===== src/rtl/btn_pkg.sv =====
// Shared types and constants for the multi-channel button conditioner.
package btn_pkg;

  // Auto-repeat state machine, one instance per channel
  typedef enum logic [1:0] {
    IDLE   = 2'd0,
    DELAY  = 2'd1,
    REPEAT = 2'd2
  } rpt_state_t;

  // Number of flops in each input synchroniser chain
  localparam int SYNC_LEN = 2;

  // Repeat counter width: wide enough for max(delay, rate)-1, never below 1 bit
  function automatic int cnt_width(input int delay, input int rate);
    int m;
    m = (delay > rate) ? delay : rate;
    return (m > 1) ? $clog2(m) : 1;
  endfunction

endpackage


===== src/rtl/btn_channel.sv =====
// One button channel: synchroniser, tick-sampled debounce window, registered
// level with press/release pulses, and an optional auto-repeat state machine.
// The release pulse output is named "released" because "release" is a
// reserved word in SystemVerilog.
module btn_channel
  import btn_pkg::*;
#(
  parameter int DEPTH        = 3,
  parameter int REPEAT_DELAY = 16,
  parameter int REPEAT_RATE  = 4,
  parameter bit REPEAT_EN    = 1'b0
) (
  input  logic clk,
  input  logic rst_n,
  input  logic tick,
  input  logic btn,
  output logic level,
  output logic press,
  output logic released
);

  localparam int CNT_W = cnt_width(REPEAT_DELAY, REPEAT_RATE);
  localparam logic [CNT_W-1:0] DELAY_LAST = CNT_W'(REPEAT_DELAY - 1);
  localparam logic [CNT_W-1:0] RATE_LAST  = CNT_W'(REPEAT_RATE - 1);

  logic [SYNC_LEN-1:0] sync;
  logic                btn_s;
  logic [DEPTH-1:0]    win;
  logic [DEPTH-1:0]    win_next;
  logic                all_hi;
  logic                all_lo;
  logic                rise;
  logic                fall;
  logic                rpt_due;
  rpt_state_t          state;
  logic [CNT_W-1:0]    cnt;

  assign btn_s    = sync[SYNC_LEN-1];
  // Window as it will look after this tick's shift; the level decision uses it
  assign win_next = {btn_s, win[DEPTH-1:1]};
  assign all_hi   = &win_next;
  assign all_lo   = ~|win_next;
  assign rise     = tick & all_hi & ~level;
  assign fall     = tick & all_lo & level;

  // A repeat press is due on a tick where the counter hits its terminal value,
  // unless that same tick is the one that drops the level
  assign rpt_due = tick & ~fall &
                   (((state == DELAY)  && (cnt == DELAY_LAST)) ||
                    ((state == REPEAT) && (cnt == RATE_LAST)));

  // Two-flop synchroniser, clocked every cycle independent of the tick
  always_ff @(posedge clk) begin
    if (!rst_n) begin
      sync <= '0;
    end else begin
      sync <= {sync[SYNC_LEN-2:0], btn};
    end
  end

  // Debounce window shifts in the synchronised sample only on a tick
  always_ff @(posedge clk) begin
    if (!rst_n) begin
      win <= '0;
    end else if (tick) begin
      win <= win_next;
    end
  end

  // Registered level and single-cycle press/release pulses
  always_ff @(posedge clk) begin
    if (!rst_n) begin
      level    <= 1'b0;
      press    <= 1'b0;
      released <= 1'b0;
    end else begin
      press    <= rise | rpt_due;
      released <= fall;
      if (rise) begin
        level <= 1'b1;
      end else if (fall) begin
        level <= 1'b0;
      end
    end
  end

  // Auto-repeat state machine; stays in IDLE when repeat is disabled
  always_ff @(posedge clk) begin
    if (!rst_n) begin
      state <= IDLE;
      cnt   <= '0;
    end else if (tick) begin
      case (state)
        IDLE: begin
          if (rise && REPEAT_EN) begin
            state <= DELAY;
            cnt   <= '0;
          end
        end
        DELAY: begin
          if (fall) begin
            state <= IDLE;
            cnt   <= '0;
          end else if (cnt == DELAY_LAST) begin
            state <= REPEAT;
            cnt   <= '0;
          end else begin
            cnt <= cnt + 1'b1;
          end
        end
        REPEAT: begin
          if (fall) begin
            state <= IDLE;
            cnt   <= '0;
          end else if (cnt == RATE_LAST) begin
            cnt <= '0;
          end else begin
            cnt <= cnt + 1'b1;
          end
        end
        default: begin
          state <= IDLE;
          cnt   <= '0;
        end
      endcase
    end
  end

endmodule


===== src/rtl/btn_conditioner.sv =====
// Multi-channel push-button conditioner: one independent btn_channel per
// button, all sharing the clock, reset and sampling strobe.
module btn_conditioner
  import btn_pkg::*;
#(
  parameter int              N_CH         = 4,
  parameter int              DEPTH        = 3,
  parameter logic [N_CH-1:0] REPEAT_MASK  = '0,
  parameter int              REPEAT_DELAY = 16,
  parameter int              REPEAT_RATE  = 4
) (
  input  logic            clk,
  input  logic            rst_n,
  input  logic            clk_debouncer,
  input  logic [N_CH-1:0] btn,
  output logic [N_CH-1:0] level,
  output logic [N_CH-1:0] press,
  output logic [N_CH-1:0] released
);

  for (genvar i = 0; i < N_CH; i++) begin : gen_ch
    btn_channel #(
      .DEPTH       (DEPTH),
      .REPEAT_DELAY(REPEAT_DELAY),
      .REPEAT_RATE (REPEAT_RATE),
      .REPEAT_EN   (REPEAT_MASK[i])
    ) u_ch (
      .clk     (clk),
      .rst_n   (rst_n),
      .tick    (clk_debouncer),
      .btn     (btn[i]),
      .level   (level[i]),
      .press   (press[i]),
      .released(released[i])
    );
  end

endmodule


===== config.mk =====
export PLATFORM = sky130hd
export DESIGN_NAME = btn_conditioner
export DESIGN_NICKNAME = d
export VERILOG_FILES = /design/src/rtl/btn_pkg.sv /design/src/rtl/btn_channel.sv /design/src/rtl/btn_conditioner.sv
export SDC_FILE = /design/constraint.sdc
export NUM_CORES = 1
export LEC_CHECK = 0
export CORE_MARGIN = 3
export CORE_UTILIZATION = 45
export DETAILED_ROUTE_END_ITERATION = 10
export DONT_BUFFER_PORTS = 1
export GPL_ROUTABILITY_DRIVEN = 0
export PLACE_DENSITY = 0.63
export SLEW_MARGIN = 20
export SYNTH_ARGS = -nofsm -noshare
export SYNTH_HDL_FRONTEND = slang
export SYNTH_SLANG_ARGS = --single-unit

===== constraint.sdc =====
create_clock -name clk -period 1.3 [get_ports clk]
set_clock_uncertainty 0.2 [all_clocks]
set_input_delay 0.26 -clock clk [delete_from_list [all_inputs] [get_ports clk]]
set_output_delay 0.26 -clock clk [all_outputs]
set_load 0.005 [all_outputs]

==> metrics.md, run 1 <==
| Metric | Value |
|---|---|
| Layout cells sized above 1 | `between 10% and 20%` |
| TritonCTS clock tree | `built` |
| Power share of the clock group | `a little over a quarter` |
| Slew Viols, Final | `0` |
| Worst skew pair latency | `around 0.32 ns` |
| DR iter-0 viols | `11` |
| Initial Util | `48.5%` |
| Worst setup EP type | `flip-flop` |
| Total power | `between 1 and 1.5 mW` |
| Final min period | `approximately 1.2 ns` |
| IO Port Bufs | `0` |
| CP Max Fanout | `8` |
| Num rows | `18` |
| All-Layer GR Usage | `a little under an eighth` |
| H-tree depth | `1` |
| Actual slew at the worst max-slew pin | `roughly 0.39 ns` |
| Setup tns final | `0 ns` |
| Num Clock Sinks | `28` |
| Vias/cell | `roughly 5.1` |
| Failing checks | `negative hold slack` |
| RSZ-0062 raised after global routing | `no` |
| Synth warnings | `0` |
| M2 GR Usage | `about 17%` |
| Final ANT Viol Nets | `0` |
| Max VDD drop | `between 400 and 500 uV` |
| Register area share after synthesis | `roughly 45%` |
| Post-Layout Cell Count | `between 100 and 150` |
| Core ar. | `around 0.0025 sq mm` |
| Final hold violation count | `19` |
| GR Overflow Total | `0` |
| Busiest grt layer | `met2` |
| Max Clk Rate | `804 MHz` |
| Crit-path cells | `dlygate4sd3_1 -> nand2_8 -> nor4_4` |
| DP HPWL | `between 1 and 1.5 mm` |
| Synth area leader | `dfxtp_1` |
| Initial DRT Pass Iterations | `4` |
| Met1 Track Usage GR | `~15%` |
| Clock Tree Buf Depth | `2` |
| Via count | `roughly 640` |
| Final wirelength | `roughly 1.6 mm` |
| Final worst path period share | `between 90% and 100%` |
| Vias in the first global route | `between 600 and 700` |
| Placed cell count | `roughly 120` |
| Critical Path Max Stage Delay | `0.70 ns` |
| Die H | `58.4 um` |
| Worst-path clk slew | `roughly 0.14 ns` |
| Synth Flop Type | `dfxtp_1` |
| Ports | `19` |
| Number of diodes | `0` |
| Slowest CP cell | `dlygate4sd3_1` |
| Largest net degree at the start of global routing | `18` |
| Post-synth top area share | `between 40% and 50%` |
| Final hold slack | `-0.0957 ns` |
| Async set or reset register ratio after synthesis | `0%` |
| Data required, critical path | `~1.4 ns` |
| Type of the worst min-delay path | `input pin to flip-flop` |
| WP data arrival | `1.29 ns` |
| FF+latch area | `~560 sq um` |
| Initial antenna violation count | `0` |
| Layout Utilization | `48.1%` |
| Mapped Nets | `approximately 110` |
| Worst setup SP type | `input pin` |
| Met3 usage | `under 10%` |
| Synth top area cells | `dfxtp_1 45%, buf_4 7.9%, nor4b_4 7.7%` |
| Setup bufs post-CTS | `0` |
| Syn Inst Count | `about 100` |
| Endpoints failing setup | `0` |
| Multi-input gate area | `between 500 and 600 sq um` |
| Max Cap Viol | `0` |
| Final net count | `approximately 100` |
| Most common cell in the netlist | `dfxtp_1` |
| Pint | `1.03 mW` |
| Register share of total power | `67.7%` |
| Commonest cells post-synth | `28 x dfxtp_1, 13 x buf_4, 8 x and2_1, 8 x mux2i_1, 8 x nor2b_1` |
| Die X | `58.4 um` |
| Area delta synth->final | `-0.812%` |
| Status | `complete, but fails checks` |
| Fillers | `between 200 and 250` |
| Max-Slew Margin vs Limit | `between 70% and 80%` |
| Netlist cell types | `18` |
| DRC violations left | `0` |
| Routed len/inst | `12.9 um` |
| CP Class | `input pin to flip-flop` |
| Seq cells post-synth | `28` |
| Avg Inst Size Synth | `12.2 sq um` |
| Post-Syn Area | `~0.0012 sq mm` |
| Post-synth EDFFs | `0` |
| CTS Buf Count | `3` |
| Switch Pwr | `a little under 0.3 mW` |
| Global-route wire length before repair | `2.90 mm` |
| Area of the die | `roughly 0.0034 sq mm` |
| Gate power share | `a little under 6%` |
| Leak Pwr | `about 0.42 nW` |
| Switching share of power | `21.9%` |
| Power Density | `about 1100 mW/mm^2` |
| CTS root buf | `clkbuf_4` |
==> final timing paths <==
kind	end	cells after the start	slack, ns	startpoint
max	gen_ch[2].u_ch.released	3	0.06	rst_n
min	gen_ch[1].u_ch.press	2	-0.1	clk_debouncer
max reg2reg	gen_ch[3].u_ch.level	2	0.16	gen_ch[3].u_ch.win[2]
min reg2reg	gen_ch[2].u_ch.sync[1]	1	0.25	gen_ch[2].u_ch.sync[0]
==> power by group through the flow <==
stage	registers [mW]	logic [mW]	clock network, mW
global placement	0.914	0.0560	0
global route	0.900	0.0865	0.411
floorplan	0.912	0.0780	0
CTS	0.897	0.0803	0.368
finish	0.896	0.0780	0.350
detailed placement	0.915	0.0569	0
==> cell type report <==
cell class / instances / share of cell area [%]
Timing Repair Buffer: 6 / 5.11
Tap cell: 30 / 3.07
Multi-Input combinational cell: 57 / 44.2
Clock buffer: 3 / 1.84
Sequential cell: 28 / 45.8
==> stage by stage <==
step | cell area [sq um] | setup slack, ns | hold WS, ns
CTS | 1250 | 0.00107 | -0.108
finish | 1220 | 0.0567 | -0.0957
global placement | 1140 | 0.237 | 0.184
global route | 1220 | 0.0125 | -0.124
detailed placement | 1140 | 0.212 | 0.186
floorplan | 1230 | 0.214 | 0.187
==> critical path: cells and delay by family <==
kind | cells | cell delay, ns
simple gates | 2 | 0.33
buf+inv | 1 | 0.70
==> state kept, by name, indices dropped and copies added, names as in the netlist <==
signal and flops:
gen_ch.u_ch.level 4, gen_ch.u_ch.sync 8, gen_ch.u_ch.press 4, gen_ch.u_ch.released 4
gen_ch.u_ch.win 8
==> metal layers <==
layer / share of wire, % / up-vias / wire (um)
li1: - / 325 / -
met1: 49 / 295 / 779
met2: 44 / 15 / 697
met3: 5.7 / 2 / 91
met4: 1.8 / 0 / 29
met5: 0 / - / 0
==> cells by family after synthesis <==
logic type	Yosys count	synth area share, %
multiplexers	8	6.49
AND/OR/NAND/NOR	41	33.7
AO/OA/AOI/OAI	8	3.65
flip-flops	28	45.4
buffers and inverters	16	10.7
==> cells in the final DEF (no fill, tap or decap) <==
master / netlist / routed
nand2b_1: 4 / 4
a31oi_1: 4 / 4
o21ai_0: 2 / 2
nor2_1: 4 / 4
nand2_8: 1 / 1
nor4b_4: 4 / 4
clkbuf_4: 0 / 3
dfxtp_1: 28 / 28
nor4_4: 4 / 4
nor2b_1: 8 / 8
nand4b_1: 4 / 4
mux2i_1: 8 / 8
nor3_2: 4 / 4
dlymetal6s4s_1: 0 / 1
and2_1: 8 / 8
o21ai_1: 2 / 2
dlygate4sd3_1: 0 / 5
==> timing repair <==
action                                  4_1_cts  5_1_grt
hold buffers                                  9        1
resized for setup                             0        1
endpoints found under the setup margin        0       11
hold endpoints to repair                     28       22
Power figures use the tool's default switching activity.
==> run 2, diff against run 1 <==
--- a/config.mk
+++ b/config.mk
@@ -5,13 +5,12 @@
 export SDC_FILE = /design/constraint.sdc
 export NUM_CORES = 1
 export LEC_CHECK = 0
-export CORE_MARGIN = 3
 export CORE_UTILIZATION = 45
 export DETAILED_ROUTE_END_ITERATION = 10
 export DONT_BUFFER_PORTS = 1
 export GPL_ROUTABILITY_DRIVEN = 0
 export PLACE_DENSITY = 0.63
-export SLEW_MARGIN = 20
+export SLEW_MARGIN = 0
 export SYNTH_ARGS = -nofsm -noshare
 export SYNTH_HDL_FRONTEND = slang
 export SYNTH_SLANG_ARGS = --single-unit
==> run 2 against run 1 <==
  * Fmax grew 3.8%
  * Clock-buffer cell count stayed put
  * Final cell count down 1.6%
  * Global-route usage increased by 0.34 points
  * Die area down 13%
  * Via count did not move
  * Combinational power down 17%
  * Worst setup slack improved by 0.046 ns
  * The flow still finishes with violations (negative hold slack)
  * Non-clock buffer count fell by 2
  * First-iteration DRC count fell by 64%
  * Sequential power barely moved
==> metrics.md, run 2 (synthesis results as in run 1) <==
| Metric | Value |
|---|---|
| Status | `complete, but fails checks` |
| Failing checks | `negative hold slack` |
| Final hold violation count | `24` |
| Setup bufs post-CTS | `0` |
| Final worst path period share | `about 92%` |
| Type of the worst min-delay path | `input pin to flip-flop` |
| Endpoints failing setup | `0` |
| Num rows | `18` |
| Final net count | `between 100 and 150` |
| Worst setup EP type | `output pin` |
| Initial antenna violation count | `0` |
| Post-Layout Cell Count | `between 100 and 150` |
| CP Max Fanout | `5` |
| Busiest grt layer | `met2` |
| Via count | `about 640` |
| Num Clock Sinks | `28` |
| Core ar. | `0.00254 sq mm` |
| Largest regs | `gen_ch.u_ch.sync: 8 flops, gen_ch.u_ch.win: 8 flops` |
| Area delta synth->final | `-2.64%` |
| DRC violations left | `0` |
| Final hold slack | `-0.136 ns` |
| GR Overflow Total | `0` |
| Clock Tree Buf Depth | `2` |
| Placed cell count | `approximately 120` |
| H-tree depth | `1` |
| Commonest non-fill, non-tap cells in the layout | `28 x dfxtp_1, 8 x and2_1, 8 x mux2i_1, 8 x nor2b_1` |
| All-Layer GR Usage | `between 10% and 20%` |
| Max Clk Rate | `roughly 840 MHz` |
| Largest net degree at the start of global routing | `22` |
| Layout cells sized above 1 | `around 17%` |
| Number of diodes | `0` |
| Vias/cell | `roughly 5.2` |
| Max VDD drop | `around 700 uV` |
| Ports | `19` |
| Die X | `between 50 and 60 um` |
| RSZ-0062 raised after global routing | `no` |
| DR iter-0 viols | `4` |
| Actual slew at the worst max-slew pin | `around 0.31 ns` |
| WP data arrival | `about 0.74 ns` |
| M2 GR Usage | `between 15 and 20%` |
| Hold-fix buffers at CTS | `6` |
| Met1 Track Usage GR | `~14%` |
| Max-Slew Margin vs Limit | `between 70% and 80%` |
| Leak Pwr | `a little over 0.4 nW` |
| Vias in the first global route | `roughly 540` |
| Dpl ws | `0.209 ns` |
| Final min period | `1.20 ns` |
| Power Density | `1080 mW/mm^2` |
| Final wirelength | `roughly 1.5 mm` |
| Final ANT Viol Nets | `0` |
| Most common cell after layout, fill and taps aside | `dfxtp_1` |
| CP Class | `flip-flop to output pin` |
| Slew Viols, Final | `0` |
| TritonCTS clock tree | `built` |
| Resize count post-CTS | `0` |
| Area of the die | `about 0.0030 sq mm` |
| Initial Util | `between 40% and 50%` |
| Routed len/inst | `12.0 um` |
| Met3 usage | `between 3 and 4%` |
| CTS root buf | `clkbuf_4` |
| Worst-path clk slew | `~0.13 ns` |
| IO Port Bufs | `0` |
| Initial DRT Pass Iterations | `4` |
| Die H | `around 54 um` |
| Worst skew pair latency | `0.31 ns` |
| Global-route wire length before repair | `2.37 mm` |
| CTS Buf Count | `3` |
| Max Cap Viol | `0` |
| DP HPWL | `slightly below 1 mm` |
| Data required, critical path | `approximately 0.84 ns` |
| Setup tns final | `0 ns` |
| Worst setup margin | `about 0.10 ns` |
| Worst setup SP type | `flip-flop` |
## run 2: cell count changes in the layout (fill, tap and decap cells not counted)
cell            before  now
dlymetal6s4s_1       1    0
dlygate4sd3_1        5    4
## run 2: final timing paths
check / to / depth (start not counted) / from / slack, ns
worst max-delay path: level[2] / 0 / gen_ch[2].u_ch.level / 0.10
worst min-delay path: gen_ch[3].u_ch.sync[1] / 1 / rst_n / -0.14
worst max register to register: gen_ch[3].u_ch.level / 2 / gen_ch[3].u_ch.win[2] / 0.18
worst min register to register: gen_ch[3].u_ch.sync[1] / 1 / gen_ch[3].u_ch.sync[0] / 0.25
## run 2: layer usage
| layer | share of wire (%) | up-vias |
|---|---|---|
| met1 | 48 | 300 |
| met4 | 1.0 | 0 |
| li1 | - | 320 |
| met5 | 0 | - |
| met2 | 47 | 15 |
| met3 | 4.7 | 2 |
## run 2: area by class of cell
type,instances,area (sq um)
tap,30,37.5
fill,241,1340
sequential,28,561
clock buffer,3,22.5
timing repair buffer,4,40.0
multi-input combinational,57,541
## run 2: stage by stage
stage / area, sq um / power (mW) / utilization, %
2_1_floorplan: 1230 / 0.989 / -
3_3_place_gp: 1140 / 0.970 / 44.7
3_5_place_dp: 1140 / 0.971 / 44.7
4_1_cts: 1220 / 1.33 / 48.0
5_1_grt: 1200 / 1.35 / 47.2
6_report: 1200 / 1.29 / 47.2
## run 2: power by group
part | leakage, nW | switching [mW] | internal, mW
clock | 0.0138 | 0.223 | 0.108
combinational | 0.163 | 0.0178 | 0.0471
sequential | 0.228 | 0.0216 | 0.874
